### src/rtl/tone_pkg.sv
// -----------------------------------------------------------------------------
// tone_pkg
// Shared definitions for the tone scheduler:
//   - state_t      : scheduler FSM states (IDLE / PLAY / GAP)
//   - ID_* consts  : requester identifiers, ID_LOSE has the highest priority
//   - ID_W, N_REQ  : requester id width and number of requesters
//   - HP_W         : width of one half-period entry
//   - cnt_w        : counter width able to hold 0 .. n-1 (at least 1 bit)
//   - max_half     : largest half-period in a table (sizes the divider counter)
//   - hi_idx       : highest-priority set requester in a request vector
// -----------------------------------------------------------------------------
package tone_pkg;

    localparam int ID_W  = 2;
    localparam int N_REQ = 4;
    localparam int HP_W  = 20;

    typedef enum logic [1:0] {
        IDLE = 2'd0,
        PLAY = 2'd1,
        GAP  = 2'd2
    } state_t;

    localparam logic [ID_W-1:0] ID_LOSE   = 2'd3;
    localparam logic [ID_W-1:0] ID_LEVEL  = 2'd2;
    localparam logic [ID_W-1:0] ID_BTN_HI = 2'd1;
    localparam logic [ID_W-1:0] ID_BTN_LO = 2'd0;

    // Width of a counter that runs 0 .. n-1; never narrower than one bit.
    function automatic int cnt_w(input int n);
        return (n <= 2) ? 1 : $clog2(n);
    endfunction

    function automatic int max_half(input logic [N_REQ-1:0][HP_W-1:0] hp);
        int m;
        m = 1;
        for (int i = 0; i < N_REQ; i++) begin
            if (int'(hp[i]) > m) begin
                m = int'(hp[i]);
            end
        end
        return m;
    endfunction

    // Fixed priority: LOSE > LEVEL > BTN_HI > BTN_LO. Returns BTN_LO when empty,
    // callers qualify with a non-zero test.
    function automatic logic [ID_W-1:0] hi_idx(input logic [N_REQ-1:0] v);
        if (v[ID_LOSE]) begin
            return ID_LOSE;
        end else if (v[ID_LEVEL]) begin
            return ID_LEVEL;
        end else if (v[ID_BTN_HI]) begin
            return ID_BTN_HI;
        end else begin
            return ID_BTN_LO;
        end
    endfunction

endpackage

### src/rtl/tone_gen.sv
// -----------------------------------------------------------------------------
// tone_gen
// Square-wave divider. While enabled the output starts low on the restart
// cycle and toggles after every half_p cycles. Disabled -> output low and the
// divider is held cleared.
// Ports:
//   CLK      in  system clock
//   RST      in  synchronous active-high reset
//   enable   in  divider running (scheduler in PLAY)
//   restart  in  first cycle of a new tone; phase and count start over
//   half_p   in  half-period in clock cycles
//   snd      out square wave
// -----------------------------------------------------------------------------
module tone_gen
    import tone_pkg::*;
#(
    parameter int CW = 16
)(
    input  logic            CLK,
    input  logic            RST,
    input  logic            enable,
    input  logic            restart,
    input  logic [HP_W-1:0] half_p,
    output logic            snd
);

    localparam int HW1 = HP_W + 1;

    logic [CW-1:0]  r_cnt;
    logic           r_lvl;

    logic [CW-1:0]  w_cnt_cur;
    logic           w_lvl_cur;
    logic [HP_W:0]  w_cnt_ext;
    logic           w_wrap;

    // On the restart cycle the stale phase of a previous tone is ignored, so
    // the restart cycle itself already counts as the first low cycle.
    always_comb begin
        w_cnt_cur = restart ? '0   : r_cnt;
        w_lvl_cur = restart ? 1'b0 : r_lvl;
        w_cnt_ext = HW1'(w_cnt_cur);
        // ">=" rather than "==" so a zero or one half-period toggles every cycle
        w_wrap    = (w_cnt_ext + HW1'(1)) >= {1'b0, half_p};
    end

    always_ff @(posedge CLK) begin
        if (RST || !enable) begin
            r_cnt <= '0;
            r_lvl <= 1'b0;
        end else if (w_wrap) begin
            r_cnt <= '0;
            r_lvl <= ~w_lvl_cur;
        end else begin
            r_cnt <= w_cnt_cur + CW'(1);
            r_lvl <= w_lvl_cur;
        end
    end

    assign snd = enable & w_lvl_cur;

endmodule

### src/rtl/tone_sched.sv
// -----------------------------------------------------------------------------
// tone_sched
// Priority tone scheduler for a single speaker. Requests are latched into a
// pending register; the highest pending id is granted, played for
// TONE_MS milliseconds as a square wave, followed by GAP_MS milliseconds of
// silence before the next grant.
//
// Build option:
//   TONE_SCHED_PREEMPT_EN - when defined, a higher-priority request aborts the
//                           tone in progress (no done pulse, no re-queue) and
//                           is granted on the next edge without a gap.
//
// Ports:
//   CLK        in   system clock
//   RST        in   synchronous active-high reset
//   req[3:0]   in   tone request per requester, req[3] highest priority
//   snd        out  speaker square wave
//   busy       out  scheduler not IDLE
//   active_id  out  requester being served (held outside PLAY)
//   grant      out  one-cycle pulse on the first cycle of a tone
//   done       out  one-cycle pulse on the last cycle of a completed tone
// -----------------------------------------------------------------------------
module tone_sched
    import tone_pkg::*;
#(
    parameter int TICKS_PER_MS = 25000,
    parameter int TONE_MS      = 300,
    parameter int GAP_MS       = 50,
    parameter logic [N_REQ-1:0][HP_W-1:0] HALF_P =
        {20'd28409, 20'd37879, 20'd47801, 20'd56818}
)(
    input  logic             CLK,
    input  logic             RST,
    input  logic [N_REQ-1:0] req,
    output logic             snd,
    output logic             busy,
    output logic [ID_W-1:0]  active_id,
    output logic             grant,
    output logic             done
);

    localparam int PLAY_CYC = TONE_MS * TICKS_PER_MS;
    localparam int GAP_CYC  = GAP_MS * TICKS_PER_MS;
    localparam bit HAS_GAP  = (GAP_CYC > 0);

    localparam int PW = cnt_w(PLAY_CYC);
    localparam int GW = cnt_w(GAP_CYC);
    localparam int HW = cnt_w(max_half(HALF_P));

    localparam logic [PW-1:0] PLAY_LAST = PW'(PLAY_CYC - 1);
    localparam logic [GW-1:0] GAP_LAST  = GW'(GAP_CYC - 1);

    state_t            r_state;
    logic [N_REQ-1:0]  r_pending;
    logic [ID_W-1:0]   r_active_id;
    logic [PW-1:0]     r_play_cnt;
    logic [GW-1:0]     r_gap_cnt;

    state_t            w_state_next;
    logic [N_REQ-1:0]  w_pending_next;
    logic [ID_W-1:0]   w_active_next;
    logic [PW-1:0]     w_play_cnt_next;
    logic [GW-1:0]     w_gap_cnt_next;

    logic [N_REQ-1:0]  w_req_all;
    logic [ID_W-1:0]   w_top_id;
    logic [N_REQ-1:0]  w_top_onehot;
    logic              w_preempt;
    logic              w_grant;
    logic              w_done;
    logic              w_play;

    // Requests seen this cycle count as pending, so a request in IDLE is
    // granted on the very next edge.
    assign w_req_all = r_pending | req;
    assign w_top_id  = hi_idx(w_req_all);

    genvar gi;
    generate
        for (gi = 0; gi < N_REQ; gi++) begin : g_onehot
            assign w_top_onehot[gi] = (w_top_id == ID_W'(gi));
        end
    endgenerate

    always_comb begin
        w_preempt = 1'b0;
`ifdef TONE_SCHED_PREEMPT_EN
        w_preempt = (r_state == PLAY) && (|w_req_all) && (w_top_id > r_active_id);
`else
        w_preempt = 1'b0;
`endif
    end

    // Next-state logic. A grant (from IDLE, or a preemption in PLAY) is the
    // only place that clears a pending bit; everything else just ORs in req.
    always_comb begin
        w_state_next    = r_state;
        w_pending_next  = w_req_all;
        w_active_next   = r_active_id;
        w_play_cnt_next = r_play_cnt;
        w_gap_cnt_next  = r_gap_cnt;

        case (r_state)
            IDLE: begin
                if (|w_req_all) begin
                    w_state_next    = PLAY;
                    w_active_next   = w_top_id;
                    w_pending_next  = w_req_all & ~w_top_onehot;
                    w_play_cnt_next = '0;
                end
            end

            PLAY: begin
                if (w_preempt) begin
                    // Aborted tone is dropped, not re-queued.
                    w_state_next    = PLAY;
                    w_active_next   = w_top_id;
                    w_pending_next  = w_req_all & ~w_top_onehot;
                    w_play_cnt_next = '0;
                end else if (r_play_cnt == PLAY_LAST) begin
                    w_play_cnt_next = '0;
                    w_gap_cnt_next  = '0;
                    if (HAS_GAP) begin
                        w_state_next = GAP;
                    end else begin
                        w_state_next = IDLE;
                    end
                end else begin
                    w_play_cnt_next = r_play_cnt + PW'(1);
                end
            end

            GAP: begin
                if (r_gap_cnt == GAP_LAST) begin
                    w_state_next   = IDLE;
                    w_gap_cnt_next = '0;
                end else begin
                    w_gap_cnt_next = r_gap_cnt + GW'(1);
                end
            end

            default: begin
                w_state_next = IDLE;
            end
        endcase
    end

    always_ff @(posedge CLK) begin
        if (RST) begin
            r_state     <= IDLE;
            r_pending   <= '0;
            r_active_id <= '0;
            r_play_cnt  <= '0;
            r_gap_cnt   <= '0;
        end else begin
            r_state     <= w_state_next;
            r_pending   <= w_pending_next;
            r_active_id <= w_active_next;
            r_play_cnt  <= w_play_cnt_next;
            r_gap_cnt   <= w_gap_cnt_next;
        end
    end

    // The play counter is zero exactly on the first cycle of every tone,
    // including one started by preemption, so grant and the divider restart
    // both follow from it.
    assign w_play  = (r_state == PLAY);
    assign w_grant = w_play && (r_play_cnt == '0);
    assign w_done  = w_play && (r_play_cnt == PLAY_LAST) && !w_preempt;

    tone_gen #(
        .CW(HW)
    ) u_tone_gen (
        .CLK     (CLK),
        .RST     (RST),
        .enable  (w_play),
        .restart (w_grant),
        .half_p  (HALF_P[r_active_id]),
        .snd     (snd)
    );

    assign busy      = (r_state != IDLE);
    assign active_id = r_active_id;
    assign grant     = w_grant;
    assign done      = w_done;

endmodule

### config.mk
export PLATFORM = sky130hd
export DESIGN_NAME = tone_sched
export DESIGN_NICKNAME = d
export VERILOG_FILES = /design/src/rtl/tone_pkg.sv /design/src/rtl/tone_gen.sv /design/src/rtl/tone_sched.sv
export SDC_FILE = /design/constraint.sdc
export NUM_CORES = 1
export LEC_CHECK = 0
export CAP_MARGIN = 25
export CORE_MARGIN = 1
export CORE_UTILIZATION = 30
export DETAILED_ROUTE_END_ITERATION = 8
export GPL_ROUTABILITY_DRIVEN = 0
export PLACE_DENSITY = 0.58
export SLEW_MARGIN = 0
export SYNTH_ARGS = -nofsm -noshare
export SYNTH_HDL_FRONTEND = slang
export SYNTH_SLANG_ARGS = --single-unit
### constraint.sdc
create_clock -name CLK -period 3.99 [get_ports CLK]
set_clock_uncertainty 0.1 [all_clocks]
set_input_delay 0.9975 -clock CLK [delete_from_list [all_inputs] [get_ports CLK]]
set_output_delay 0.9975 -clock CLK [all_outputs]
set_load 0.01 [all_outputs]
## After elaboration in Yosys (flattened, before gate mapping)

Index checks and enable logic that the tools add are counted.

- Add/subtract/negate cells: 4
- Multiply operators: 0
- Div/mod/pow operators: 0
- Order comparisons: 2
- Equal/unequal tests: 10
- Shifts and indexed selects: 0
- Mux-type cells: 20
- Bitwise operators: 5
- Reductions and logical operators: 16

Operators by type and width:

| operator | number |
|---|---|
| 23-bit two-way mux | 2 |
| 23-bit one-hot mux with 2 select lines | 1 |
| 21-bit two-way mux | 2 |
| 21-bit one-hot mux with 2 select lines | 1 |
| 20-bit binary-select mux with 2-bit select | 1 |
| 23-bit by 1-bit adder with 23-bit output (second input constant) | 1 |
| 23-bit == test (second input constant) | 1 |
| 23-bit zero test | 1 |
| 21-bit by 1-bit adder with 21-bit output (second input constant) | 1 |
| 21-bit == test (second input constant) | 1 |
| 21-bit by 20-bit >= comparator with 1-bit output | 1 |
| 20-bit two-way mux | 1 |
| 16-bit by 1-bit adder with 17-bit output (second input constant) | 1 |
| 16-bit by 1-bit adder with 16-bit output (second input constant) | 1 |
| 16-bit two-way mux | 1 |
| 2-bit two-way mux | 5 |
| 4-bit two-way mux | 2 |
| 2-bit == test (second input constant) | 3 |
| 2-bit != test (second input constant) | 3 |
| 2-bit one-hot mux with 3 select lines | 1 |
| 2-bit AND reduction | 3 |
| 2-bit nonzero test | 3 |
| 4-bit AND | 1 |
| 2-bit by 1-bit == test with 1-bit output (second input constant) | 2 |
| 13 further kinds | 17 |

- Register bits: 69
- Bits in latches: 0
- Bits in writable memories: 0
- Bits in read-only memories: 0
- Bits of input ports: 6
- Memories: 0

## Logic depth before layout (Yosys ltp)

Gate-level depths: netlist (run 1).

- Depth in word-level cells: 9
- Depth in mapped cells: 20

## Cells and area by module

From an unflattened synthesis (run 1), not the netlist that was laid out.

- Cells, all modules: 508
- Area total of the unflattened synthesis: 4130.2 um^2

By module, submodules not included:

| module | instances | cells each | area each (um^2) | seq. area each (um^2) |
|---|---|---|---|---|
| tone_sched | 1 | 348 | 2781.4 | 1041.0 |
| tone_gen | 1 | 160 | 1348.8 | 340.3 |

## Least setup slack after synthesis (run 1)

No wires, ideal clock.

- Kind: register -> register
- Start: reg r_play_cnt[17]
- End: reg u_tone_gen.r_cnt[10]
- Library setup time: 0.073 ns
- Arrival: 4.003 ns
- Required time: 3.817 ns
- Path slack: -0.186 ns
- Stages on the path, launching flop included: 21
- Buffers on the path: 4
- Period minus slack after synthesis: 4.176 ns
- Path through: dfxtp_1 buf_6 nor4b_1 nand4_1 or4_1 buf_6 and2_1 ha_1 and4_1 clkbuf_1 nand2_1 xor2_1 nor2_1 ha_1 and3_1 a221oi_1 o21ai_0 a41oi_4 o211ai_4 buf_6 nor3_2

- Cells in the longest elaborated chain, start to end: 6
- Elaborated cells between the ends (all ways): 7

Ends and longest elaborated chain:

| element | line | source |
|---|---|---|
| start, declared | tone_sched.sv:56 | `logic [PW-1:0] r_play_cnt;` |
| start signal, assigned | tone_sched.sv:159 | `r_play_cnt <= w_play_cnt_next;` |
| 23-bit zero test (*) | tone_sched.sv:168 | `assign w_grant = w_play && (r_play_cnt == '0);` |
| 1-bit logical AND (*) | tone_sched.sv:168 |  |
| 16-bit two-way mux (*) | tone_gen.sv:40 | `w_cnt_cur = restart ? '0 : r_cnt;` |
| 16-bit by 1-bit adder with 17-bit output | tone_gen.sv:44 | `w_wrap = (w_cnt_ext + HW1'(1)) >= {1'b0, half_p};` |
| 21-bit by 20-bit >= comparator with 1-bit output | tone_gen.sv:44 |  |
| 2-bit OR reduction (no source line) | - |  |
| end signal, assigned | tone_gen.sv:55 | `r_cnt <= w_cnt_cur + CW'(1);` |
| end, declared | tone_gen.sv:29 | `logic [CW-1:0] r_cnt;` |

Mark *: on every way between the ends. The rest lies on a longest branch, timed or not.
A chain may end at the register's enable or synchronous reset.

## Worst setup path in the final report (run 1)

- Start: reg r_play_cnt[3]
- End: reg u_tone_gen.r_cnt[8]

Same word-level chain as after synthesis.

==> impl_metrics.ini, run 1 <==
[clocking]
clock_latency_ps = 330
numCtsBuffers = 9
clock_path_buffers = 2
cts_tree = yes
clkSinkCount = 69
cts_root_buf = clkbuf_16
htreeDepth = 3
clkTransAtPathRegs_ps = 60

[floorplan]
die_x_um = 115
std_cell_rows = 41
core_sq_um = 12600
die_height_um = 115
initial_core_util_pct = 30.7
die_area_sq_um = 13300
io_pins = 12

[critical_path]
r2r_slack_ps = 30
worstPathCellList = or4_1, or4_4, and2_4, ha_4, and4_4, nand3_2, xor2_2, nor2_1, ha_1, and3_4, a221oi_4, o21ai_2, a41oi_4, o211ai_4, buf_12, nor3_2
path_class = flop to flop
crit_path_max_incr_delay_ps = 570
cp_top_family = simple AND/OR/NAND/NOR gates
crit_arrival_ps = 4120
crit_path_top_delay_cell = or4_4
reg2reg_depth = 16
start_kind = flop
required_ps = 4150
rr_startpoint = r_play_cnt[3]$_SDFFE_PP0P_
cp-end-kind = flop
crit_buf_inv = 1
critPathMaxFanout = 6
r2r-end = u_tone_gen.r_cnt[8]$_SDFF_PP0_

[logic_synthesis]
synth-simple-area-share_pct = 32.9
synth.avg_cell_area_sq_um = 8.20
ys_seq_area_share_pct = 35.8
synth-edff-count = 0
yosys_warnings = 0
ys.flop_type = dfxtp_1
synthXorXnorAreaFrac_pct = 7.50
yosys_register_bits = 69
async_reset_ff_share_pct = 0
synth_top_family_by_area = simple AND/OR/NAND/NOR gates
synth_fa_ha_area_share_pct = 6.82
synthMuxAreaShare_pct = 0.260
syn_inst = 470
synth_compound_area_share_pct = 13.3
syn_area_sq_um = 3850
synth.net_count = 497
ys_types = 46

[route]
routedWlPerCell_um = 13.5
via_count = 3516
drt_pass1_iterations = 5
drcViolationCount = 0
drt_wl_total_mm = 9.38
ant_nets = 0
drt_iter0_drc = 262
vias_per_cell = 5.07

[worst_hold_path]
hp-start = r_gap_cnt[20]$_SDFFE_PP0P_
worstHoldPathType = flop to flop
holdPathEnd = r_gap_cnt[20]$_SDFFE_PP0P_
hold_depth = 1

[finish]
antenna_cells = 0
synthToLayoutAreaGrowth_pct = 27.0
multiInputGateArea_sq_um = 2510
drive_above_1_share_pct = 17.9
layout_commonest_cell = nor2_1
fillerInstances = 1261
post-route-util_pct = 39.0
most-common-layout-cells = nor2_1 (70), dfxtp_1 (67), nand2_1 (36), buf_4 (36)
final_net_count = 543
regArea_sq_um = 1380

[sta]
hold_viol = 0
report.final.setup_viol = 0
fin_crit_sh_pct = 99.4
fin_tns_setup_ps = 0
maxSlewViolCount = 0
tightest_slew_ps = 925
layout_min_cycle_time_ps = 3960
max_freq_ghz = 0.252
rsz0062_at_grt = yes
maxSlewHeadroom_pct = 38.0

[pwr]
clockPowerShare_pct = 48.7
power_density_nw_per_um2 = 338
power.switching_uw = 409
swShare_pct = 24.7
combPwrFrac_pct = 8.7
cell_internal_pwr_uw = 1240
p_seq_share_pct = 42.6
ir_drop_mv = 0.167
p_leak_uw = 0.00177

[run_status]
status = completed

[global_routing]
grt_start_max_net_pins = 17
grt_pass1_wl_mm = 15.9
grtUsageTotal_pct = 15.1
antenna_found_initial = 0
grt_pass1_vias = 3398
grt-ovfl-total = 0

[run]
maxCapViolations = 0

[placement]
dp_hpwl_mm = 6.63
port_buffers = 11
==> synth_stat cells, drive strengths merged, types with 5 or more instances <==
| cell | instances | share of area (%) |
|---|---|---|
| nor2 | 74 | 7.5 |
| dfxtp | 69 | 36 |
| nand2 | 37 | 3.6 |
| nand3 | 27 | 3.5 |
| a21oi | 26 | 3.4 |
| nor3 | 25 | 4.0 |
| ha | 21 | 6.8 |
| o21ai | 18 | 2.3 |
| xor2 | 18 | 4.1 |
| xnor2 | 15 | 3.4 |
| nand4 | 14 | 2.3 |
| inv | 12 | 1.2 |
| nor4 | 12 | 2.1 |
| clkbuf | 11 | 1.1 |
| and2 | 9 | 1.5 |
| and4 | 9 | 2.0 |
| a21o | 6 | 1.2 |
| or3 | 6 | 0.97 |
| or4 | 6 | 1.2 |
| a211oi | 5 | 0.97 |
| a311oi | 5 | 1.1 |
| buf | 5 | 1.1 |
==> flip-flops by register name, indices dropped and copies added, names as in the netlist <==
signal            flops
active_id             2
r_gap_cnt            21
r_pending             4
r_play_cnt           23
r_state               2
u_tone_gen.r_cnt     16
u_tone_gen.r_lvl      1
==> cell families (layout without fill, tap and decap cells) <==
family / count (synthesis) / in the layout
and+or+nand+nor: 241 / 241
AOI/OAI and AO/OA: 77 / 77
DFF: 69 / 69
xor gates and xnor gates: 33 / 33
buffers and inverters: 28 / 79
adders and majority gates: 21 / 21
muxes: 1 / 1
==> layout make-up <==
class | instances | share of cell area, %
Timing Repair Buffer | 51 | 9.02
Multi-Input combinational cell | 373 | 51.2
Clock buffer | 9 | 4.60
Sequential cell | 69 | 28.3
Clock inverter | 7 | 1.51
Tap cell | 172 | 4.39
Inverter | 12 | 0.996
==> layer usage <==
layer  share of wire, %  wire [um]  vias up  GRT usage [%]
met1                 46       4350     1641           18.5
met2                 48       4490       68           25.1
met5                  0          0        -              0
li1                   -          -     1792              -
met4                1.8        172        0           6.15
met3                3.9        364       15           3.69
==> worst max-delay path by stage <==
stage | startpoint | endpoint | cells after the start
3_3_place_gp | r_play_cnt[3]$_SDFFE_PP0P_ | u_tone_gen.r_cnt[3]$_SDFF_PP0_ | 16
2_1_floorplan | r_play_cnt[3]$_SDFFE_PP0P_ | u_tone_gen.r_cnt[10]$_SDFF_PP0_ | 18
4_1_cts | r_play_cnt[12]$_SDFFE_PP0P_ | u_tone_gen.r_cnt[3]$_SDFF_PP0_ | 17
3_5_place_dp | r_play_cnt[3]$_SDFFE_PP0P_ | u_tone_gen.r_cnt[4]$_SDFF_PP0_ | 16
5_1_grt | r_play_cnt[3]$_SDFFE_PP0P_ | u_tone_gen.r_cnt[11]$_SDFF_PP0_ | 16
6_report | r_play_cnt[3]$_SDFFE_PP0P_ | u_tone_gen.r_cnt[8]$_SDFF_PP0_ | 16
==> per-stage QoR <==
step	std cells	setup WS [ps]	power, uW	hold slack [ps]	instance area [sq um]
after global placement	666	46.0	848	356	4380
after detailed placement	666	-90.2	852	368	4380
after CTS	687	4.82	1670	376	4750
final	693	25.2	1650	379	4900
after global routing	693	-133	1720	407	4900
after floorplan	470	0.0568	803	340	3910
==> power by group through the flow <==
stage	clock network (uW)	registers (uW)	logic [uW]
final	806	705	143
after global routing	857	706	160
after CTS	828	705	135
after detailed placement	0	721	131
after global placement	0	720	128
after floorplan	0	720	83.4
==> timing repair <==
| item | in CTS | in global routing |
|---|---|---|
| gates cloned | 0 | 1 |
| setup buffers | 5 | 4 |
| gates resized for setup | 8 | 14 |
| pin swaps | 6 | 9 |
| hold buffers | 0 | 0 |
| endpoints found under the setup margin | 15 | 18 |
Note: power is estimated with default switching activity, not from simulation.
==> inputs of run 2 (changes only) <==
SETUP_SLACK_MARGIN = 0.15   (was default)
==> run 2 against run 1 <==
Against the previous run:
- cell area up 0.49%
- fmax down 0.19%
- sequential power about the same
- critical path type unchanged
- largest cell class unchanged
==> impl_metrics.ini, run 2 (synthesis results as in run 1) <==
[run_status]
status = completed

[run]
maxCapViolations = 0

[critical_path]
crit_arrival_ps = 4120
critPathMaxFanout = 5
start_kind = flop
crit_path_top_delay_cell = or4_4
required_ps = 4140
cp_top_family = simple AND/OR/NAND/NOR gates
startpoint = r_play_cnt[22]$_SDFFE_PP0P_
worst-path-stages = 16
rr_startpoint = r_play_cnt[22]$_SDFFE_PP0P_
reg2reg_depth = 16
r2r-end = u_tone_gen.r_cnt[8]$_SDFF_PP0_
crit_path_max_incr_delay_ps = 570
crit_buf_inv = 1
worstPathCellList = or4_1, or4_4, and2_4, ha_4, and4_4, nand2_4, xor2_2, nor2_1, ha_1, and3_4, a221oi_2, o21ai_2, a41oi_4, o211ai_4, buf_4, nor3_1
path_class = flop to flop
cp-end-kind = flop
crit_end = u_tone_gen.r_cnt[8]$_SDFF_PP0_
r2r_slack_ps = 20

[global_routing]
antenna_found_initial = 0
grt-ovfl-total = 0
grt_pass1_wl_mm = 16.0
grt_pass1_vias = 3400
grtUsageTotal_pct = 15.3
grt_start_max_net_pins = 20

[finish]
final_net_count = 553
regMostFlops = r_play_cnt
layout_commonest_cell = nor2_1
largest_register_ff_count = 23
antenna_cells = 0
fin_cells = 703
most-common-layout-cells = nor2_1 (70), dfxtp_1 (66), buf_4 (46)
final_cell_area_sq_um = 4920
drive_above_1_share_pct = 19.0
synthToLayoutAreaGrowth_pct = 27.7
reg_top3 = r_play_cnt: 23 flops, r_gap_cnt: 21 flops, u_tone_gen.r_cnt: 16 flops
fillerInstances = 1260

[route]
drt_pass1_iterations = 4
drt_wl_total_mm = 9.77
via_count = 3583
vias_per_cell = 5.10
routedWlPerCell_um = 13.9
drcViolationCount = 0
drt_iter0_drc = 256
ant_nets = 0

[sta]
maxSlewViolCount = 0
maxSlewHeadroom_pct = 34.8
hold_viol = 0
layout_min_cycle_time_ps = 3970
max_freq_ghz = 0.252
report.final.setup_viol = 0
fin_tns_setup_ps = 0
fin_crit_sh_pct = 99.6
rsz0062_at_grt = yes
tightest_slew_ps = 977

[placement]
placed_cell_area_sq_um = 4400
port_buffers = 11
dp_hpwl_mm = 6.91
placedCellCount = 668

[clocking]
cts_tree = yes
clkTransAtPathRegs_ps = 60
postCtsHoldBufs = 0
clock_path_buffers = 2
cts_root_buf = clkbuf_16
clock_latency_ps = 340
numCtsBuffers = 9
htreeDepth = 3
clkSinkCount = 69

[floorplan]
initial_core_util_pct = 30.7
std_cell_rows = 41
io_pins = 12
core_sq_um = 12600
die_x_um = 115
die_height_um = 115
die_area_sq_um = 13300

[pwr]
p_leak_uw = 0.00179
power_density_nw_per_um2 = 321
ir_drop_mv = 0.182
power.total_uw = 1580

[worst_hold_path]
worstHoldPathType = flop to flop
hp-start = r_gap_cnt[17]$_SDFFE_PP0P_
## run 2: worst min path at each step
stage / cells past startpoint / endpoint / slack (ps)
finish: 2 / r_gap_cnt[17]$_SDFFE_PP0P_ / 380
CTS: 2 / r_pending[0]$_SDFF_PP0_ / 390
global placement: 2 / u_tone_gen.r_lvl$_SDFF_PP0_ / 360
floorplan: 1 / r_gap_cnt[20]$_SDFFE_PP0P_ / 340
detailed placement: 2 / r_pending[0]$_SDFF_PP0_ / 380
global route: 2 / r_gap_cnt[17]$_SDFFE_PP0P_ / 420
## run 2: layout make-up
cell class,count,area [sq um],share of cell area (%)
multi-input cells,374,2500,50.9
flip-flops and latches,69,1390,28.1
repair buffers,60,507,10.3
clock buffers,11,233,4.73
well taps,172,215,4.37
inverters,12,48.8,0.992
clock inverters,5,27.5,0.559
## run 2: worst reg2reg max path: cells and delay by family (launching register included)
| kind | cells | cell delay [ps] |
|---|---|---|
| XOR/XNOR | 1 | 190 |
| buffers and inverters | 1 | 190 |
| AO/OA/AOI/OAI | 4 | 730 |
| adder cells (fa/ha/maj) | 2 | 470 |
| AND/OR/NAND/NOR | 8 | 1890 |
| flip-flops | 1 | 310 |
## run 2: stage by stage
step	setup WS [ps]	hold slack, ps	utilization [%]
floorplan	2.41	340	-
global placement	9.30	356	35.0
detailed placement	-108	380	35.0
CTS	61.9	387	37.5
global route	-143	420	39.2
finish	17.7	384	39.2
## run 2: report_power, final
part	internal [uW]	switching [uW]	total, uW
Clock	416	300	716
Combinational	69.6	87.7	157
Sequential	698	8.01	706
Total	1180	396	1580
## run 2: what timing repair did
item	CTS	global route
pin swaps	5	7
cloned	1	0
setup buffers	4	14
endpoints found under the setup margin	18	18
resized for setup	5	17
## run 2: layer usage
layer	vias to the layer above	share of wire, %	GRT usage, %
met5	-	0	0
met4	0	1.4	5.19
met3	12	3.3	3.90
met2	60	50	26.0
met1	1700	46	18.6
li1	1811	-	-
